==> config.mk <==
export PLATFORM = sky130hd
export DESIGN_NAME = midi_voice_allocator
export DESIGN_NICKNAME = d
export VERILOG_FILES = /design/src/rtl/midi_pkg.sv /design/src/rtl/midi_voice_slot.sv /design/src/rtl/midi_voice_allocator.sv
export SDC_FILE = /design/constraint.sdc
export NUM_CORES = 1
export LEC_CHECK = 0
export CORE_MARGIN = 2
export CORE_UTILIZATION = 40
export CTS_CLUSTER_DIAMETER = 200
export DETAILED_ROUTE_END_ITERATION = 10
export GPL_ROUTABILITY_DRIVEN = 0
export GPL_TIMING_DRIVEN = 1
export SLEW_MARGIN = 20
export SYNTH_ARGS = -nofsm -noshare
export SYNTH_HDL_FRONTEND = slang
export SYNTH_HIERARCHICAL = 1
export SYNTH_SLANG_ARGS = --single-unit
==> constraint.sdc <==
create_clock -name clk -period 3.6 [get_ports clk]
set_input_delay 0.36 -clock clk [delete_from_list [all_inputs] [get_ports clk]]
set_output_delay 0.36 -clock clk [all_outputs]
set_load 0.02 [all_outputs]
==> src/rtl/midi_pkg.sv <==
// Shared types and constants for the MIDI voice allocator.
package midi_pkg;

    localparam int unsigned NOTE_W = 7;
    localparam int unsigned VEL_W  = 7;

    localparam logic [3:0] STATUS_NOTE_OFF = 4'h8;
    localparam logic [3:0] STATUS_NOTE_ON  = 4'h9;

    typedef enum logic [1:0] {
        IDLE   = 2'd0,
        SCAN   = 2'd1,
        COMMIT = 2'd2
    } alloc_state_t;

    typedef struct packed {
        logic              note_on;
        logic [NOTE_W-1:0] note;
        logic [VEL_W-1:0]  velocity;
    } midi_evt_t;

    // A note-on carrying velocity 0 is a note-off by MIDI convention.
    function automatic logic evt_is_note_on(input logic note_on, input logic [VEL_W-1:0] velocity);
        return note_on && (velocity != '0);
    endfunction

endpackage

==> src/rtl/midi_voice_slot.sv <==
// One voice slot: gate, note, velocity, saturating age and trigger pulse.
module midi_voice_slot
    import midi_pkg::*;
#(
    parameter int unsigned AGE_W = 4
)(
    input  logic              clk,
    input  logic              rst_n,
    input  logic              i_load,
    input  logic              i_release,
    input  logic              i_age_inc,
    input  logic              i_clear,
    input  logic [NOTE_W-1:0] i_note,
    input  logic [VEL_W-1:0]  i_velocity,
    output logic              o_gate,
    output logic [NOTE_W-1:0] o_note,
    output logic [VEL_W-1:0]  o_velocity,
    output logic [AGE_W-1:0]  o_age,
    output logic              o_trigger
);

    localparam logic [AGE_W-1:0] AGE_MAX = '1;

    logic              r_gate;
    logic [NOTE_W-1:0] r_note;
    logic [VEL_W-1:0]  r_velocity;
    logic [AGE_W-1:0]  r_age;
    logic              r_trigger;

    // clear (panic) wins over everything and keeps note/velocity
    always_ff @(posedge clk or negedge rst_n) begin
        if (!rst_n) begin
            r_gate     <= 1'b0;
            r_note     <= '0;
            r_velocity <= '0;
            r_age      <= '0;
            r_trigger  <= 1'b0;
        end else if (i_clear) begin
            r_gate    <= 1'b0;
            r_age     <= '0;
            r_trigger <= 1'b0;
        end else begin
            r_trigger <= i_load;
            if (i_load) begin
                r_gate     <= 1'b1;
                r_note     <= i_note;
                r_velocity <= i_velocity;
                r_age      <= '0;
            end else if (i_release) begin
                r_gate <= 1'b0;
                r_age  <= '0;
            end else if (i_age_inc && r_gate && (r_age != AGE_MAX)) begin
                r_age <= r_age + AGE_W'(1);
            end
        end
    end

    assign o_gate     = r_gate;
    assign o_note     = r_note;
    assign o_velocity = r_velocity;
    assign o_age      = r_age;
    assign o_trigger  = r_trigger;

endmodule

==> src/rtl/midi_voice_allocator.sv <==
// Polyphonic voice allocator: serial slot scan, then a single commit cycle
// that starts, retriggers, steals or releases one voice.
module midi_voice_allocator
    import midi_pkg::*;
#(
    parameter int unsigned NUM_VOICES = 4,
    parameter int unsigned AGE_W      = 4
)(
    input  logic                          clk,
    input  logic                          rst_n,
    input  logic                          evt_valid,
    output logic                          evt_ready,
    input  logic                          evt_note_on,
    input  logic [NOTE_W-1:0]             evt_note,
    input  logic [VEL_W-1:0]              evt_velocity,
    input  logic                          panic,
    output logic [NUM_VOICES-1:0]         voice_gate,
    output logic [NUM_VOICES*NOTE_W-1:0]  voice_note,
    output logic [NUM_VOICES*VEL_W-1:0]   voice_velocity,
    output logic [NUM_VOICES-1:0]         voice_trigger,
    output logic                          steal_pulse,
    output logic                          busy
);

    localparam int unsigned IDX_W = (NUM_VOICES > 1) ? $clog2(NUM_VOICES) : 1;
    localparam logic [IDX_W-1:0] LAST_IDX = IDX_W'(NUM_VOICES - 1);

    alloc_state_t r_state;
    alloc_state_t w_state_nxt;
    logic         w_accept;
    logic         w_scan_en;
    logic         w_commit;
    logic         w_ready;

    midi_evt_t        r_evt;
    logic [IDX_W-1:0] r_idx;
    logic             r_match_found;
    logic [IDX_W-1:0] r_match_idx;
    logic             r_free_found;
    logic [IDX_W-1:0] r_free_idx;
    logic [IDX_W-1:0] r_old_idx;
    logic [AGE_W-1:0] r_old_age;
    logic             r_steal;

    logic [NUM_VOICES-1:0] w_gate;
    logic [NUM_VOICES-1:0] w_trigger;
    logic [NOTE_W-1:0]     w_note [NUM_VOICES];
    logic [VEL_W-1:0]      w_vel  [NUM_VOICES];
    logic [AGE_W-1:0]      w_age  [NUM_VOICES];

    logic [NUM_VOICES-1:0] w_load;
    logic [NUM_VOICES-1:0] w_release;
    logic [NUM_VOICES-1:0] w_age_inc;
    logic [IDX_W-1:0]      w_tgt;
    logic                  w_steal;

    logic              w_cur_gate;
    logic [NOTE_W-1:0] w_cur_note;
    logic [AGE_W-1:0]  w_cur_age;

    always_ff @(posedge clk or negedge rst_n) begin
        if (!rst_n) r_state <= IDLE;
        else        r_state <= w_state_nxt;
    end

    always_comb begin
        w_state_nxt = r_state;
        w_accept    = 1'b0;
        w_scan_en   = 1'b0;
        w_commit    = 1'b0;
        w_ready     = 1'b0;
        case (r_state)
            IDLE: begin
                w_ready = 1'b1;
                if (evt_valid) begin
                    w_accept    = 1'b1;
                    w_state_nxt = SCAN;
                end
            end
            SCAN: begin
                w_scan_en = 1'b1;
                if (r_idx == LAST_IDX) w_state_nxt = COMMIT;
            end
            COMMIT: begin
                w_commit    = 1'b1;
                w_state_nxt = IDLE;
            end
            default: w_state_nxt = IDLE;
        endcase
        // panic discards whatever is in flight
        if (panic) begin
            w_state_nxt = IDLE;
            w_accept    = 1'b0;
            w_scan_en   = 1'b0;
            w_commit    = 1'b0;
            w_ready     = 1'b0;
        end
    end

    assign w_cur_gate = w_gate[r_idx];
    assign w_cur_note = w_note[r_idx];
    assign w_cur_age  = w_age[r_idx];

    // Event latch and per-cycle scan bookkeeping
    always_ff @(posedge clk or negedge rst_n) begin
        if (!rst_n) begin
            r_evt         <= '0;
            r_idx         <= '0;
            r_match_found <= 1'b0;
            r_match_idx   <= '0;
            r_free_found  <= 1'b0;
            r_free_idx    <= '0;
            r_old_idx     <= '0;
            r_old_age     <= '0;
        end else if (w_accept) begin
            r_evt.note_on  <= evt_is_note_on(evt_note_on, evt_velocity);
            r_evt.note     <= evt_note;
            r_evt.velocity <= evt_velocity;
            r_idx          <= '0;
            r_match_found  <= 1'b0;
            r_match_idx    <= '0;
            r_free_found   <= 1'b0;
            r_free_idx     <= '0;
            r_old_idx      <= '0;
            r_old_age      <= '0;
        end else if (w_scan_en) begin
            r_idx <= r_idx + IDX_W'(1);
            if (!r_match_found && w_cur_gate && (w_cur_note == r_evt.note)) begin
                r_match_found <= 1'b1;
                r_match_idx   <= r_idx;
            end
            if (!r_free_found && !w_cur_gate) begin
                r_free_found <= 1'b1;
                r_free_idx   <= r_idx;
            end
            // strict compare keeps the lowest index on ties
            if ((r_idx == '0) || (w_cur_age > r_old_age)) begin
                r_old_idx <= r_idx;
                r_old_age <= w_cur_age;
            end
        end
    end

    always_comb begin
        w_load    = '0;
        w_release = '0;
        w_age_inc = '0;
        w_tgt     = '0;
        w_steal   = 1'b0;
        if (w_commit) begin
            if (r_evt.note_on) begin
                if (r_match_found) begin
                    w_tgt = r_match_idx;
                end else if (r_free_found) begin
                    w_tgt = r_free_idx;
                end else begin
                    w_tgt   = r_old_idx;
                    w_steal = 1'b1;
                end
                w_load    = NUM_VOICES'(1) << w_tgt;
                w_age_inc = ~w_load & w_gate;
            end else if (r_match_found) begin
                w_release = NUM_VOICES'(1) << r_match_idx;
            end
        end
    end

    always_ff @(posedge clk or negedge rst_n) begin
        if (!rst_n) r_steal <= 1'b0;
        else        r_steal <= w_steal;
    end

    for (genvar gi = 0; gi < NUM_VOICES; gi++) begin : g_slot
        midi_voice_slot #(
            .AGE_W (AGE_W)
        ) u_slot (
            .clk        (clk),
            .rst_n      (rst_n),
            .i_load     (w_load[gi]),
            .i_release  (w_release[gi]),
            .i_age_inc  (w_age_inc[gi]),
            .i_clear    (panic),
            .i_note     (r_evt.note),
            .i_velocity (r_evt.velocity),
            .o_gate     (w_gate[gi]),
            .o_note     (w_note[gi]),
            .o_velocity (w_vel[gi]),
            .o_age      (w_age[gi]),
            .o_trigger  (w_trigger[gi])
        );
        assign voice_note[gi*NOTE_W +: NOTE_W]    = w_note[gi];
        assign voice_velocity[gi*VEL_W +: VEL_W]  = w_vel[gi];
    end

    assign voice_gate    = w_gate;
    assign voice_trigger = w_trigger;
    assign steal_pulse   = r_steal;
    assign evt_ready     = w_ready;
    assign busy          = (r_state != IDLE);

endmodule

==> flow_summary.json, run 1 <==
{
  "status": "completed",
  "nets": 552,
  "cts_max_level": 3,
  "antenna_left": 0,
  "antenna_found_initial": 0,
  "first_pass_iters": 5,
  "ys_warn_count": 6,
  "reg2reg_from": "r_idx[0]",
  "io_pins": 86,
  "drv_slew": 0,
  "synth_area_per_cell_um2": 12.60,
  "final_cell_area_um2": 6755,
  "critical_path_required_ns": 3.84,
  "cp.depth": 7,
  "tightest_slew_ns": 0.9821,
  "cts_made_buffers": 9,
  "routed_wl_um": 12390,
  "ys_top_cells_by_area": "dfrtp_1, mux2_4, nand2_1, mux2_1, mux4_2",
  "reg2reg_slack_ns": 0.99,
  "yosysTopAreaCellShare": 0.5135,
  "synth-main-ff-cell": "dfrtp_1",
  "cts_buffer_depth": 2,
  "syn_inst": 433,
  "cpPeakStageDelay_ns": 0.54,
  "die_y_um": 120.8,
  "core_um2": 13300,
  "rows": 42,
  "period_needed_ns": 2.614,
  "cts_root_buf": "clkbuf_16",
  "numPortBuffers": 85,
  "post_cts_buffers": 0,
  "setup_tns_ns": 0,
  "worstSkewPairLatency_ns": 0.35,
  "ys_ff_latch": 112,
  "peakVddDrop_v": 0.0002177,
  "worstSetupEndpoint": "r_old_age[1]",
  "clk_pin_slew_ns": 0.07,
  "initial_utilization": 0.4105,
  "wire_per_inst_um": 17.61,
  "post_synth_num_cell_types": 42,
  "synth.largest_area_cell": "dfrtp_1",
  "grt_max_degree": 85,
  "cp-startpoint": "r_idx[0]",
  "dp_cells": 688,
  "p_per_area_nw_per_um2": 435.9,
  "cts_resized": 0,
  "reg2reg_to": "r_old_age[1]",
  "syn-num-nets": 462,
  "cts_hold_buf": 0,
  "final_cells": 704,
  "crit_buf_inv": 0,
  "fin_crit_sh": 0.7262,
  "max_cap_viol_count": 0,
  "fp.dieW_um": 120.8,
  "grt_pass1_wl_um": 19900,
  "critPathCaptureType": "flip-flop",
  "finClkSkew_ns": 0.008446,
  "regArea_um2": 2803,
  "hpwlAfterDp_um": 8674,
  "setup_viol": 0,
  "cts_tree": "built",
  "p_total_mw": 2.945,
  "fin_util": 0.5081,
  "route.detailed.drc": 0,
  "overflow": 0,
  "drtIter0Drc": 155,
  "cp.arrival_ns": 2.85,
  "worstSetupPathType": "flip-flop to flip-flop",
  "synthArstFlopShare": 1.000,
  "synth-edff-count": 0,
  "critPathMaxFanout": 6,
  "critPathTopFamily": "multiplexers",
  "rsz0062_at_grt": "false",
  "ys_seq_area_frac": 0.5135,
  "dieArea_um2": 14600,
  "hold_viol_final": 0,
  "slowest_stage": "mux4_2",
  "reg2reg_depth": 7,
  "grt_use_total": 0.1777,
  "drive_gt1_frac": 0.1742,
  "fmax_ghz": 0.3825,
  "netlist_area_um2": 5458,
  "synthToLayoutAreaGrowth_pct": 23.77,
  "slew_headroom": 0.3437,
  "dpl-instance-area_um2": 6444,
  "fillers": 1149,
  "grt_pass1_vias": 3637,
  "leakage_nw": 3.058,
  "hp-class": "primary input to async pin",
  "crit_chain": "mux4_2 > ha_1 > nor2b_1 > o21ai_0 > a21oi_1 > o21ai_1 > mux2_2",
  "multi_input_area_um2": 2441,
  "viasPerCell": 5.250,
  "diodes": 0,
  "cp-start-kind": "flip-flop",
  "num_vias": 3696,
  "cts.sinks": 112
}
==> placed cells by master, fill, tap and decap left out, types with 8 or more instances in the layout <==
| cell type | Yosys | routed |
|---|---|---|
| clkdlybuf4s50_1 | 0 | 84 |
| mux2_4 | 36 | 36 |
| ha_1 | 10 | 10 |
| mux2_1 | 20 | 20 |
| nor3_1 | 10 | 10 |
| or3_1 | 8 | 8 |
| buf_4 | 0 | 11 |
| clkbuf_16 | 0 | 9 |
| dfrtp_1 | 112 | 112 |
| nor2_1 | 16 | 16 |
| inv_1 | 13 | 13 |
| nand2_1 | 68 | 68 |
| a21oi_1 | 22 | 22 |
| o21ai_0 | 15 | 15 |
| mux2i_1 | 10 | 10 |
==> sequential cells by signal, summed over array words and instances, names as in the netlist <==
signal	count
r_idx	2
g_slot.u_slot/o_gate	4
g_slot.u_slot/o_note	28
steal_pulse	1
r_old_idx	2
r_match_found	1
r_old_age	4
r_state	2
r_evt	15
r_free_idx	2
g_slot.u_slot/o_velocity	28
r_match_idx	2
g_slot.u_slot/o_age	16
r_free_found	1
g_slot.u_slot/o_trigger	4
==> cell families after synthesis <==
| family | Yosys count | synth area share |
|---|---|---|
| xor+xnor | 8 | 0.01284 |
| simple gates | 137 | 0.1288 |
| buf+inv | 30 | 0.04104 |
| fa+ha+maj | 10 | 0.02293 |
| flops | 112 | 0.5135 |
| compound gates | 55 | 0.06579 |
| mux | 81 | 0.2150 |
==> worst min-delay path by stage <==
| stage | startpoint | end | cells past startpoint |
|---|---|---|---|
| 2_1_floorplan | rst_n | g_slot[0].u_slot/o_age[0] | 0 |
| 3_5_place_dp | g_slot[2].u_slot/o_velocity[0] | g_slot[2].u_slot/o_velocity[0] | 1 |
| 3_3_place_gp | g_slot[3].u_slot/o_note[1] | g_slot[3].u_slot/o_note[1] | 1 |
| 4_1_cts | rst_n | g_slot[1].u_slot/o_velocity[3] | 1 |
| 5_1_grt | rst_n | g_slot[1].u_slot/o_velocity[3] | 1 |
| 6_report | rst_n | g_slot[3].u_slot/o_velocity[3] | 1 |
==> synth_stat cells (all sizes together) (5+ instances only) <==
| cell | count |
|---|---|
| a21oi | 22 |
| and3 | 6 |
| buf | 11 |
| clkbuf | 6 |
| dfrtp | 112 |
| ha | 10 |
| inv | 13 |
| mux2 | 60 |
| mux2i | 10 |
| mux4 | 11 |
| nand2 | 68 |
| nor2 | 16 |
| nor2b | 5 |
| nor3 | 10 |
| o21ai | 16 |
| o41ai | 5 |
| or3 | 12 |
| xnor2 | 6 |
==> area by class of cell <==
| cell class | instances | share of cell area |
|---|---|---|
| clock buffers | 12 | 0.03797 |
| flip-flops and latches | 112 | 0.4149 |
| repair buffers | 96 | 0.1384 |
| inverters | 13 | 0.007224 |
| well taps | 176 | 0.03260 |
| clock inverters | 4 | 0.007594 |
| multi-input cells | 291 | 0.3614 |
==> where the power goes <==
| group | leakage (nW) | switching (mW) | internal (mW) | total (mW) |
|---|---|---|---|---|
| registers | 1.54 | 0.113 | 1.34 | 1.45 |
| clock network | 0.149 | 0.457 | 0.580 | 1.04 |
| logic | 1.37 | 0.252 | 0.204 | 0.456 |
==> worst reg2reg max path, stage by stage, from the launching register on <==
cell	delay (ns)
dfrtp_1	0.45
mux4_2	0.54
ha_1	0.30
nor2b_1	0.13
o21ai_0	0.13
a21oi_1	0.08
o21ai_1	0.46
mux2_2	0.40
==> stage by stage <==
step                      setup slack (ns)  hold WS, ns
after floorplan                     0.9440      0.06441
after global placement               1.009       0.5003
after detailed placement            0.9299       0.4999
after CTS                           0.9635       0.2426
after global routing                0.7653       0.1215
final                               0.9856      0.06675
==> layer usage <==
metal	vias to the layer above	track usage	routed length [µm]
met2	101	0.2691	5610
li1	1717	-	-
met4	0	0.04578	126
met3	11	0.03726	631
met5	-	0	0
met1	1867	0.2606	6025
No activity file was read; power rests on OpenSTA's default activity.
==> inputs of run 2 (changes only) <==
- clock period: 3.6 -> 2.1 ns (I/O delays scaled with it)
==> run 2 against run 1 <==
  * The run now ends with setup timing left
  * Critical path depth increased by 2
  * Worst hold slack improved by 0.21 ns
  * Non-clock buffer count increased by 49
  * Flip-flop and latch count unchanged
  * Combinational power increased by 150%
  * Utilization increased by 4.1 points
  * Die area unchanged
  * Cell count increased by 7.0%
  * First-iteration DRC count increased by 26%
  * Maximum frequency increased by 14%
  * Largest cell class unchanged
==> flow_summary.json, run 2 (synthesis gave the netlist of run 1 again) <==
{
  "status": "finished, violations left",
  "violations": "setup timing",
  "critPathMaxFanout": 4,
  "grt_pass1_vias": 3895,
  "hp-class": "primary input to async pin",
  "drt-met1-wl_um": 6111,
  "grt_max_degree": 63,
  "leakage_nw": 3.327,
  "period_needed_ns": 2.289,
  "reg2reg_depth": 9,
  "wl_met2_um": 6160,
  "top_layer": "met4",
  "dieArea_um2": 14600,
  "synthToLayoutAreaGrowth_pct": 33.68,
  "io_pins": 86,
  "holdWs_ns": 0.2744,
  "wire_per_inst_um": 17.34,
  "antenna_left": 0,
  "hpwlAfterDp_um": 9289,
  "fin_crit_sh": 1.090,
  "num_vias": 3867,
  "mostFrequentLayoutCells": "dfrtp_1, clkdlybuf4s50_1, nand2_1",
  "cts_made_buffers": 9,
  "p_per_area_nw_per_um2": 727.7,
  "cts.sinks": 112,
  "final_common_cell": "dfrtp_1",
  "critPathCaptureType": "flip-flop",
  "drive_gt1_frac": 0.2825,
  "drv_slew": 0,
  "worstSetupEndpoint": "r_old_age[3]",
  "cts_tree": "built",
  "die_y_um": 120.8,
  "reg2reg_slack_ns": -0.19,
  "worstSetupPathType": "flip-flop to flip-flop",
  "slew_headroom": 0.7036,
  "route.detailed.drc": 0,
  "nets": 601,
  "setup_viol": 8,
  "fmax_ghz": 0.4368,
  "tightest_slew_ns": 0.4388,
  "peakVddDrop_v": 0.0004466,
  "max_cap_viol_count": 0,
  "drtIter0Drc": 195,
  "numPortBuffers": 85,
  "setup_slack_ns": -0.1893,
  "routed_wl_um": 13050,
  "cts_buffer_depth": 2,
  "overflow": 0,
  "fp.dieW_um": 120.8,
  "hold_viol_final": 0,
  "fillers": 1137,
  "final_cells": 753,
  "fin_util": 0.5487,
  "clk_pin_slew_ns": 0.07,
  "grt_use_total": 0.1854,
  "setup_tns_ns": -1.150,
  "reg2reg_from": "r_idx[0]",
  "critical_path_required_ns": 2.34,
  "rows": 42,
  "cp.arrival_ns": 2.53,
  "first_pass_iters": 4,
  "core_um2": 13300,
  "worstSkewPairLatency_ns": 0.36,
  "antenna_found_initial": 0,
  "dp_cells": 727,
  "grt_pass1_wl_um": 21030,
  "diodes": 0,
  "post-place-ws_ns": -0.3087,
  "cts_root_buf": "clkbuf_16",
  "cts_max_level": 3,
  "cp-start-kind": "flip-flop",
  "met3_wirelength_um": 541,
  "initial_utilization": 0.4105,
  "viasPerCell": 5.135,
  "reg2reg_to": "r_old_age[3]",
  "finClkSkew_ns": 0.009679,
  "cp-startpoint": "r_idx[0]",
  "rsz0062_at_grt": "true"
}
## run 2: changes by cell type in the layout (fill, tap and decap cells not counted), sizes merged
cell and delta:
clkinv +2, bufinv -1, buf +48, clkdlybuf4s50 -1
clkbuf -1, dlygate4sd3 +1, dlygate4sd2 +1
## run 2: stage by stage
step / area (µm²) / power [mW]
6_report: 7296 / 5.309
5_1_grt: 7296 / 5.559
4_1_cts: 7221 / 5.261
3_5_place_dp: 6827 / 3.463
3_3_place_gp: 6827 / 3.452
2_1_floorplan: 5490 / 3.056
## run 2: final cells by class
cell class | instances | area [µm²] | area share
timing repair buffer | 145 | 1390 | 0.1905
inverter | 13 | 48.80 | 0.006688
clock buffer | 11 | 252.7 | 0.03464
tap | 176 | 220.2 | 0.03018
clock inverter | 5 | 38.79 | 0.005316
multi-input combinational | 291 | 2540 | 0.3481
sequential | 112 | 2805 | 0.3845
## run 2: worst min-delay path by stage
stage / end / slack, ns / from
after floorplan: g_slot[0].u_slot/o_age[0] / -0.09 / rst_n
after global placement: g_slot[3].u_slot/o_velocity[2] / 0.1 / rst_n
after detailed placement: g_slot[3].u_slot/o_velocity[2] / 0.1 / rst_n
after CTS: g_slot[3].u_slot/o_velocity[2] / 0.27 / rst_n
after global routing: g_slot[1].u_slot/o_velocity[6] / 0.29 / rst_n
final: g_slot[2].u_slot/o_velocity[2] / 0.27 / rst_n
## run 2: layer usage
layer | vias up | global-route usage
li1 | 1810 | -
met1 | 1960 | 0.2535
met2 | 84 | 0.2966
met3 | 13 | 0.03255
met4 | 0 | 0.06759
met5 | - | 0
## run 2: repair_timing
action | 4_1_cts | 5_1_grt
setup buffers | 6 | 3
setup endpoints to repair | 25 | 76
endpoints found under the hold margin | 17 | 0
hold buffers | 1 | 0
gates resized for setup | 17 | 16
pin swaps | 7 | 3
## run 2: power breakdown
part           switching, mW  leakage (nW)  internal [mW]
clock                  0.811         0.142          0.878
combinational          0.527          1.65          0.600
sequential             0.195          1.53           2.30
## run 2: critical path: stages (launching register included)
cell and delay (ns):
dfrtp_2 0.44, buf_6 0.12, mux4_2 0.54, ha_4 0.29, nand4_1 0.08, o21ai_1 0.08
a21oi_1 0.07, o21ai_2 0.13, buf_4 0.14, mux2_4 0.29
